### config.mk
export PLATFORM = sky130hd
export DESIGN_NAME = simmem_wresp_delay_unit
export DESIGN_NICKNAME = d
export VERILOG_FILES = /design/src/rtl/simmem_wresp_delay_unit.sv
export SDC_FILE = /design/constraint.sdc
export NUM_CORES = 1
export LEC_CHECK = 0
export CORE_MARGIN = 4
export CORE_UTILIZATION = 60
export CTS_CLUSTER_SIZE = 12
export DETAILED_ROUTE_END_ITERATION = 16
export GPL_TIMING_DRIVEN = 1
export HOLD_SLACK_MARGIN = 0.12
export PLACE_DENSITY_LB_ADDON = 0.3
export SYNTH_ARGS = -nofsm -noshare
export SYNTH_HDL_FRONTEND = slang
export SYNTH_SLANG_ARGS = --single-unit
### constraint.sdc
create_clock -name clk_i -period 10.8 [get_ports clk_i]
set_input_delay 2.7 -clock clk_i [delete_from_list [all_inputs] [get_ports clk_i]]
set_output_delay 2.7 -clock clk_i [all_outputs]
set_load 0.02 [all_outputs]
### src/rtl/simmem_wresp_delay_unit.sv
// Write-response delay unit: reserves a slot per forwarded write address and
// releases each returned response oldest-first once its programmed delay has
// elapsed, never letting a response overtake an older one with the same ID.
module simmem_wresp_delay_unit #(
    parameter int unsigned NumSlots   = 8,
    parameter int unsigned IdWidth    = 4,
    parameter int unsigned DataWidth  = 2,
    parameter int unsigned DelayWidth = 6,
    parameter int unsigned CntWidth   = $clog2(NumSlots + 1)
) (
    input  logic                  clk_i,
    input  logic                  rst_ni,
    input  logic [DelayWidth-1:0] delay_i,
    input  logic                  waddr_in_valid_i,
    output logic                  waddr_in_ready_o,
    input  logic [IdWidth-1:0]    waddr_id_i,
    output logic                  waddr_out_valid_o,
    input  logic                  waddr_out_ready_i,
    input  logic                  wresp_in_valid_i,
    output logic                  wresp_in_ready_o,
    input  logic [IdWidth-1:0]    wresp_in_id_i,
    input  logic [DataWidth-1:0]  wresp_in_data_i,
    output logic                  wresp_out_valid_o,
    input  logic                  wresp_out_ready_i,
    output logic [IdWidth-1:0]    wresp_out_id_o,
    output logic [DataWidth-1:0]  wresp_out_data_o,
    output logic [CntWidth-1:0]   occupancy_o
);

    localparam int unsigned IdxWidth = $clog2(NumSlots);

    // Slot storage; older_q[i][j] means slot i was accepted before slot j.
    logic [NumSlots-1:0]   occ_q, occ_d;
    logic [NumSlots-1:0]   has_rsp_q, has_rsp_d;
    logic [IdWidth-1:0]    id_q   [NumSlots];
    logic [IdWidth-1:0]    id_d   [NumSlots];
    logic [DelayWidth-1:0] cnt_q  [NumSlots];
    logic [DelayWidth-1:0] cnt_d  [NumSlots];
    logic [DataWidth-1:0]  data_q [NumSlots];
    logic [DataWidth-1:0]  data_d [NumSlots];
    logic [NumSlots-1:0]   older_q [NumSlots];
    logic [NumSlots-1:0]   older_d [NumSlots];
    logic                  lock_q, lock_d;
    logic [IdxWidth-1:0]   lock_idx_q, lock_idx_d;
    logic [CntWidth-1:0]   occ_cnt_q, occ_cnt_d;

    logic                  free;
    logic                  addr_hs;
    logic [IdxWidth-1:0]   alloc_idx;
    logic [NumSlots-1:0]   rsp_cand;
    logic [NumSlots-1:0]   rel_cand;
    logic                  rsp_hit;
    logic [IdxWidth-1:0]   rsp_idx;
    logic                  rel_hit;
    logic [IdxWidth-1:0]   rel_idx;
    logic                  out_valid;
    logic [IdxWidth-1:0]   out_idx;
    logic                  rsp_hs;
    logic                  out_hs;

    // Oldest slot among a candidate set: the one no other candidate precedes.
    function automatic logic [IdxWidth:0] oldest_of(input logic [NumSlots-1:0] cand);
        logic [IdxWidth:0] res;
        logic              blocked;
        res = '0;
        for (int i = 0; i < NumSlots; i++) begin
            blocked = 1'b0;
            for (int j = 0; j < NumSlots; j++) begin
                if (cand[j] && older_q[j][i]) blocked = 1'b1;
            end
            if (cand[i] && !blocked) res = {1'b1, IdxWidth'(i)};
        end
        return res;
    endfunction

    // Lowest-index free slot, from registered occupancy only.
    always_comb begin
        alloc_idx = '0;
        for (int i = NumSlots - 1; i >= 0; i--) begin
            if (!occ_q[i]) alloc_idx = IdxWidth'(i);
        end
    end

    assign free              = ~&occ_q;
    assign waddr_in_ready_o  = free & waddr_out_ready_i;
    assign waddr_out_valid_o = free & waddr_in_valid_i;
    assign addr_hs           = free & waddr_in_valid_i & waddr_out_ready_i;

    // Response-match candidates and releasable slots (same-ID order respected).
    always_comb begin
        rsp_cand = '0;
        rel_cand = '0;
        for (int i = 0; i < NumSlots; i++) begin
            rsp_cand[i] = occ_q[i] & ~has_rsp_q[i] & (id_q[i] == wresp_in_id_i);
            rel_cand[i] = occ_q[i] & has_rsp_q[i] & (cnt_q[i] == '0);
            for (int j = 0; j < NumSlots; j++) begin
                if (occ_q[j] && older_q[j][i] && (id_q[j] == id_q[i])) rel_cand[i] = 1'b0;
            end
        end
    end

    assign {rsp_hit, rsp_idx} = oldest_of(rsp_cand);
    assign {rel_hit, rel_idx} = oldest_of(rel_cand);

    assign out_valid         = lock_q | rel_hit;
    assign out_idx           = lock_q ? lock_idx_q : rel_idx;
    assign wresp_out_valid_o = out_valid;
    assign wresp_out_id_o    = out_valid ? id_q[out_idx]   : '0;
    assign wresp_out_data_o  = out_valid ? data_q[out_idx] : '0;
    assign wresp_in_ready_o  = rsp_hit;
    assign occupancy_o       = occ_cnt_q;

    assign rsp_hs = wresp_in_valid_i & rsp_hit;
    assign out_hs = out_valid & wresp_out_ready_i;

    // Next-state: countdown, response capture, release, allocation.
    always_comb begin
        occ_d      = occ_q;
        has_rsp_d  = has_rsp_q;
        id_d       = id_q;
        cnt_d      = cnt_q;
        data_d     = data_q;
        older_d    = older_q;
        occ_cnt_d  = occ_cnt_q;
        lock_d     = out_valid & ~wresp_out_ready_i;
        lock_idx_d = out_idx;

        for (int i = 0; i < NumSlots; i++) begin
            if (occ_q[i] && (cnt_q[i] != '0)) cnt_d[i] = cnt_q[i] - DelayWidth'(1);
        end

        if (rsp_hs) begin
            has_rsp_d[rsp_idx] = 1'b1;
            data_d[rsp_idx]    = wresp_in_data_i;
        end

        if (out_hs) begin
            occ_d[out_idx]     = 1'b0;
            has_rsp_d[out_idx] = 1'b0;
        end

        if (addr_hs) begin
            occ_d[alloc_idx]     = 1'b1;
            has_rsp_d[alloc_idx] = 1'b0;
            id_d[alloc_idx]      = waddr_id_i;
            cnt_d[alloc_idx]     = delay_i;
            older_d[alloc_idx]   = '0;
            for (int j = 0; j < NumSlots; j++) begin
                if (IdxWidth'(j) != alloc_idx) older_d[j][alloc_idx] = 1'b1;
            end
        end

        if (addr_hs && !out_hs) begin
            occ_cnt_d = occ_cnt_q + CntWidth'(1);
        end else if (!addr_hs && out_hs) begin
            occ_cnt_d = occ_cnt_q - CntWidth'(1);
        end
    end

    // State registers.
    always_ff @(posedge clk_i or negedge rst_ni) begin
        if (!rst_ni) begin
            occ_q      <= '0;
            has_rsp_q  <= '0;
            lock_q     <= 1'b0;
            lock_idx_q <= '0;
            occ_cnt_q  <= '0;
            for (int i = 0; i < NumSlots; i++) begin
                id_q[i]    <= '0;
                cnt_q[i]   <= '0;
                data_q[i]  <= '0;
                older_q[i] <= '0;
            end
        end else begin
            occ_q      <= occ_d;
            has_rsp_q  <= has_rsp_d;
            lock_q     <= lock_d;
            lock_idx_q <= lock_idx_d;
            occ_cnt_q  <= occ_cnt_d;
            id_q       <= id_d;
            cnt_q      <= cnt_d;
            data_q     <= data_d;
            older_q    <= older_d;
        end
    end

endmodule

==> flow_summary.json <==
{
  "status": "finished, final reports clean",
  "grt_pass1_vias": 9916,
  "overflow": 0,
  "wl_per_cell_um": 24.97,
  "place_area_mm2": 0.01213,
  "yosysTopAreaCell": "dfrtp_1",
  "hold_buffers": 0,
  "synth_top_area_share_pct": 39.03,
  "detailedPlacementHpwl_um": 28830,
  "coreArea_mm2": 0.01940,
  "fin_ws_ns": 1.934,
  "postCtsSetupBuffers": 0,
  "finClkSkew_ns": 0.01226,
  "cpPeakStageDelay_ns": 0.79,
  "synth_fp_nets": 1365,
  "power_mw": 4.119,
  "hold_violations": 0,
  "critPathKind": "input pin to primary output",
  "chipHeight_um": 148.2,
  "wl_um": 39680,
  "h-tree-depth": 4,
  "synth_cell_types": 78,
  "timing.fmax_mhz": 112.8,
  "start_util_pct": 60.82,
  "rows": 51,
  "min_path_type": "flip-flop to flip-flop",
  "antenna_found_initial": 0,
  "slew_headroom_pct": 22.27,
  "route.vias.total": 10200,
  "grt_usage_pct": 36.64,
  "crit_fanout": 9,
  "drv_slew": 0,
  "die_w_um": 148.2,
  "first_pass_iters": 7,
  "final_util_pct": 65.65,
  "setup_viol": 0,
  "yosys_warnings": 0,
  "fillers": 1645,
  "drc": 0,
  "crit_buf_inv": 3,
  "gp_congestion": 1.023,
  "syn_to_final_growth_pct": 7.943,
  "slowest_stage": "clkdlybuf4s50_1",
  "critPathLaunchType": "input pin",
  "diodes": 0,
  "ys_ff_latch": 184,
  "regArea_mm2": 0.004604,
  "tightest_slew_ns": 1.156,
  "clock_latency_ns": 0.44,
  "cts_made_buffers": 17,
  "rsz0062_at_grt": "false",
  "async_flop_share_pct": 100.0,
  "synth_area_mm2": 0.01180,
  "final.setup.tns_ns": 0,
  "leakagePower_nw": 5.261,
  "cts-root-buf": "clkbuf_16",
  "cts_sinks": 184,
  "drv_cap": 0,
  "grt_start_max_net_pins": 111,
  "cts_tree": "yes",
  "die-area_mm2": 0.02197,
  "synth-seq-area-share_pct": 39.03,
  "cts.repair.resized": 0,
  "port_buffers": 35,
  "drtIter0Drc": 1183,
  "design_area_mm2": 0.01273,
  "p_per_area_mw_per_mm2": 323.4,
  "crit_top_cell": "clkdlybuf4s50_1",
  "avgViaCountPerCell": 6.417,
  "io_pins": 36,
  "avgSynthCellArea_um2": 8.904,
  "ys.flop_type": "dfrtp_1",
  "end_kind": "primary output",
  "worstPathArrival_ns": 6.17,
  "synth_top_cells_by_area": "dfrtp_1 (39%), xnor2_1 (11%), nand2_1 (7.5%)",
  "min_period_ns": 8.866,
  "synth_edf_count": 0,
  "netlist_instances": 1325,
  "multiInputGateArea_mm2": 0.006513,
  "critical_path.cell_chain": "clkdlybuf4s50_1 -> inv_1 -> a2111oi_0 -> and3b_1 -> a222oi_1 -> a21boi_0 -> and4b_1 -> nor3_2 -> nand4_1 -> clkdlybuf4s50_1",
  "ir_worst_vdd_mv": 0.1854,
  "clk_transition_reported_paths_ns": 0.07,
  "layout.nets": 1351,
  "grt_pass1_wl_um": 60650,
  "cts_max_path_buffers": 2,
  "pre_cts_slack_ns": 2.030,
  "antenna_left": 0,
  "drive_gt1_share_pct": 8.535,
  "crit_family": "buffers and inverters",
  "required_ns": 8.10,
  "period_share_pct": 82.09
}
## where the power goes
group	switching (mW)	leakage [nW]	internal [mW]	total, mW
sequential	0.624	2.22	1.00	1.62
clock	0.299	0.293	0.357	0.656
combinational	0.991	2.75	0.847	1.84
## layout by cell type (no fill, tap or decap), drive strengths merged, types with 22 or more instances in the layout
cell           count
inv               53
xor2              32
dfrtp            184
nor2             124
nand4             38
a21oi             26
o22ai             22
o21ai             76
a22oi             31
clkdlybuf4s50     34
nand2            235
xnor2            145
nor4              30
mux2              34
## final timing paths
check | startpoint | end | slack (ns) | cells after the start
worst min-delay path | occupancy_o[3] | occupancy_o[3] | 0.48 | 1
worst max-delay path | wresp_in_id_i[1] | wresp_in_ready_o | 1.93 | 10
worst min register to register | occupancy_o[3] | occupancy_o[3] | 0.48 | 1
min in group asynchronous | rst_ni | cnt_q[26] | 2.32 | 1
max in group asynchronous | rst_ni | data_q[10] | 6.98 | 2
worst max register to register | id_q[27] | occ_q[0] | 5.62 | 12
## cells by family (layout without fill, tap and decap cells)
kind of cell               after synthesis  in the layout  synth area share [%]
DFF                                    184            184                 39.03
buffers and inverters                  135            134                 5.897
xor gates and xnor gates               177            177                 13.14
and+or+nand+nor                        537            537                 22.60
AOI/OAI and AO/OA                      238            238                 13.95
muxes                                   36             36                 3.415
adders and majority gates               18             18                 1.973
## metal layers
layer	GRT usage, %	vias to the layer above	routed length [um]
met3	8.470	128	3932
met1	48.88	4948	15950
met2	57.18	583	17740
met5	0	-	0
li1	-	4537	-
met4	16.95	0	2059
## Yosys cell counts, types with 9 or more instances
master	instances
nand3_1	16
nand4_1	34
mux2_2	28
inv_1	45
a21oi_1	26
nor2_1	124
buf_2	13
ha_1	17
o211a_1	9
o22ai_1	21
dfrtp_1	184
o21ai_0	70
buf_6	9
nor3_1	14
o21a_1	9
and2_1	21
nor4_1	19
xnor2_1	145
clkbuf_1	34
xor2_1	32
nand2_1	235
buf_4	26
a22oi_1	31
## state kept, by name, summed over array words and instances (netlist names), named ones only
register / flops
cnt_q: 48
id_q: 32
lock_idx_q: 3
lock_q: 1
occupancy_o: 4
data_q: 16
older_q: 48
has_rsp_q: 8
occ_q: 8
## through the flow
stage	hold slack, ns	cells
finish	0.4822	1589
CTS	0.4867	1589
detailed placement	0.4737	1557
global route	0.5117	1589
global placement	0.4673	1557
floorplan	0.4581	1325
## layout make-up
class,count,area share [%]
clock buffers,20,3.508
well taps,265,2.604
flip-flops and latches,184,36.16
multi-input cells,1006,51.14
inverters,47,1.385
repair buffers,55,3.960
clock inverters,12,1.248
No activity file was read; power rests on OpenSTA's default activity.
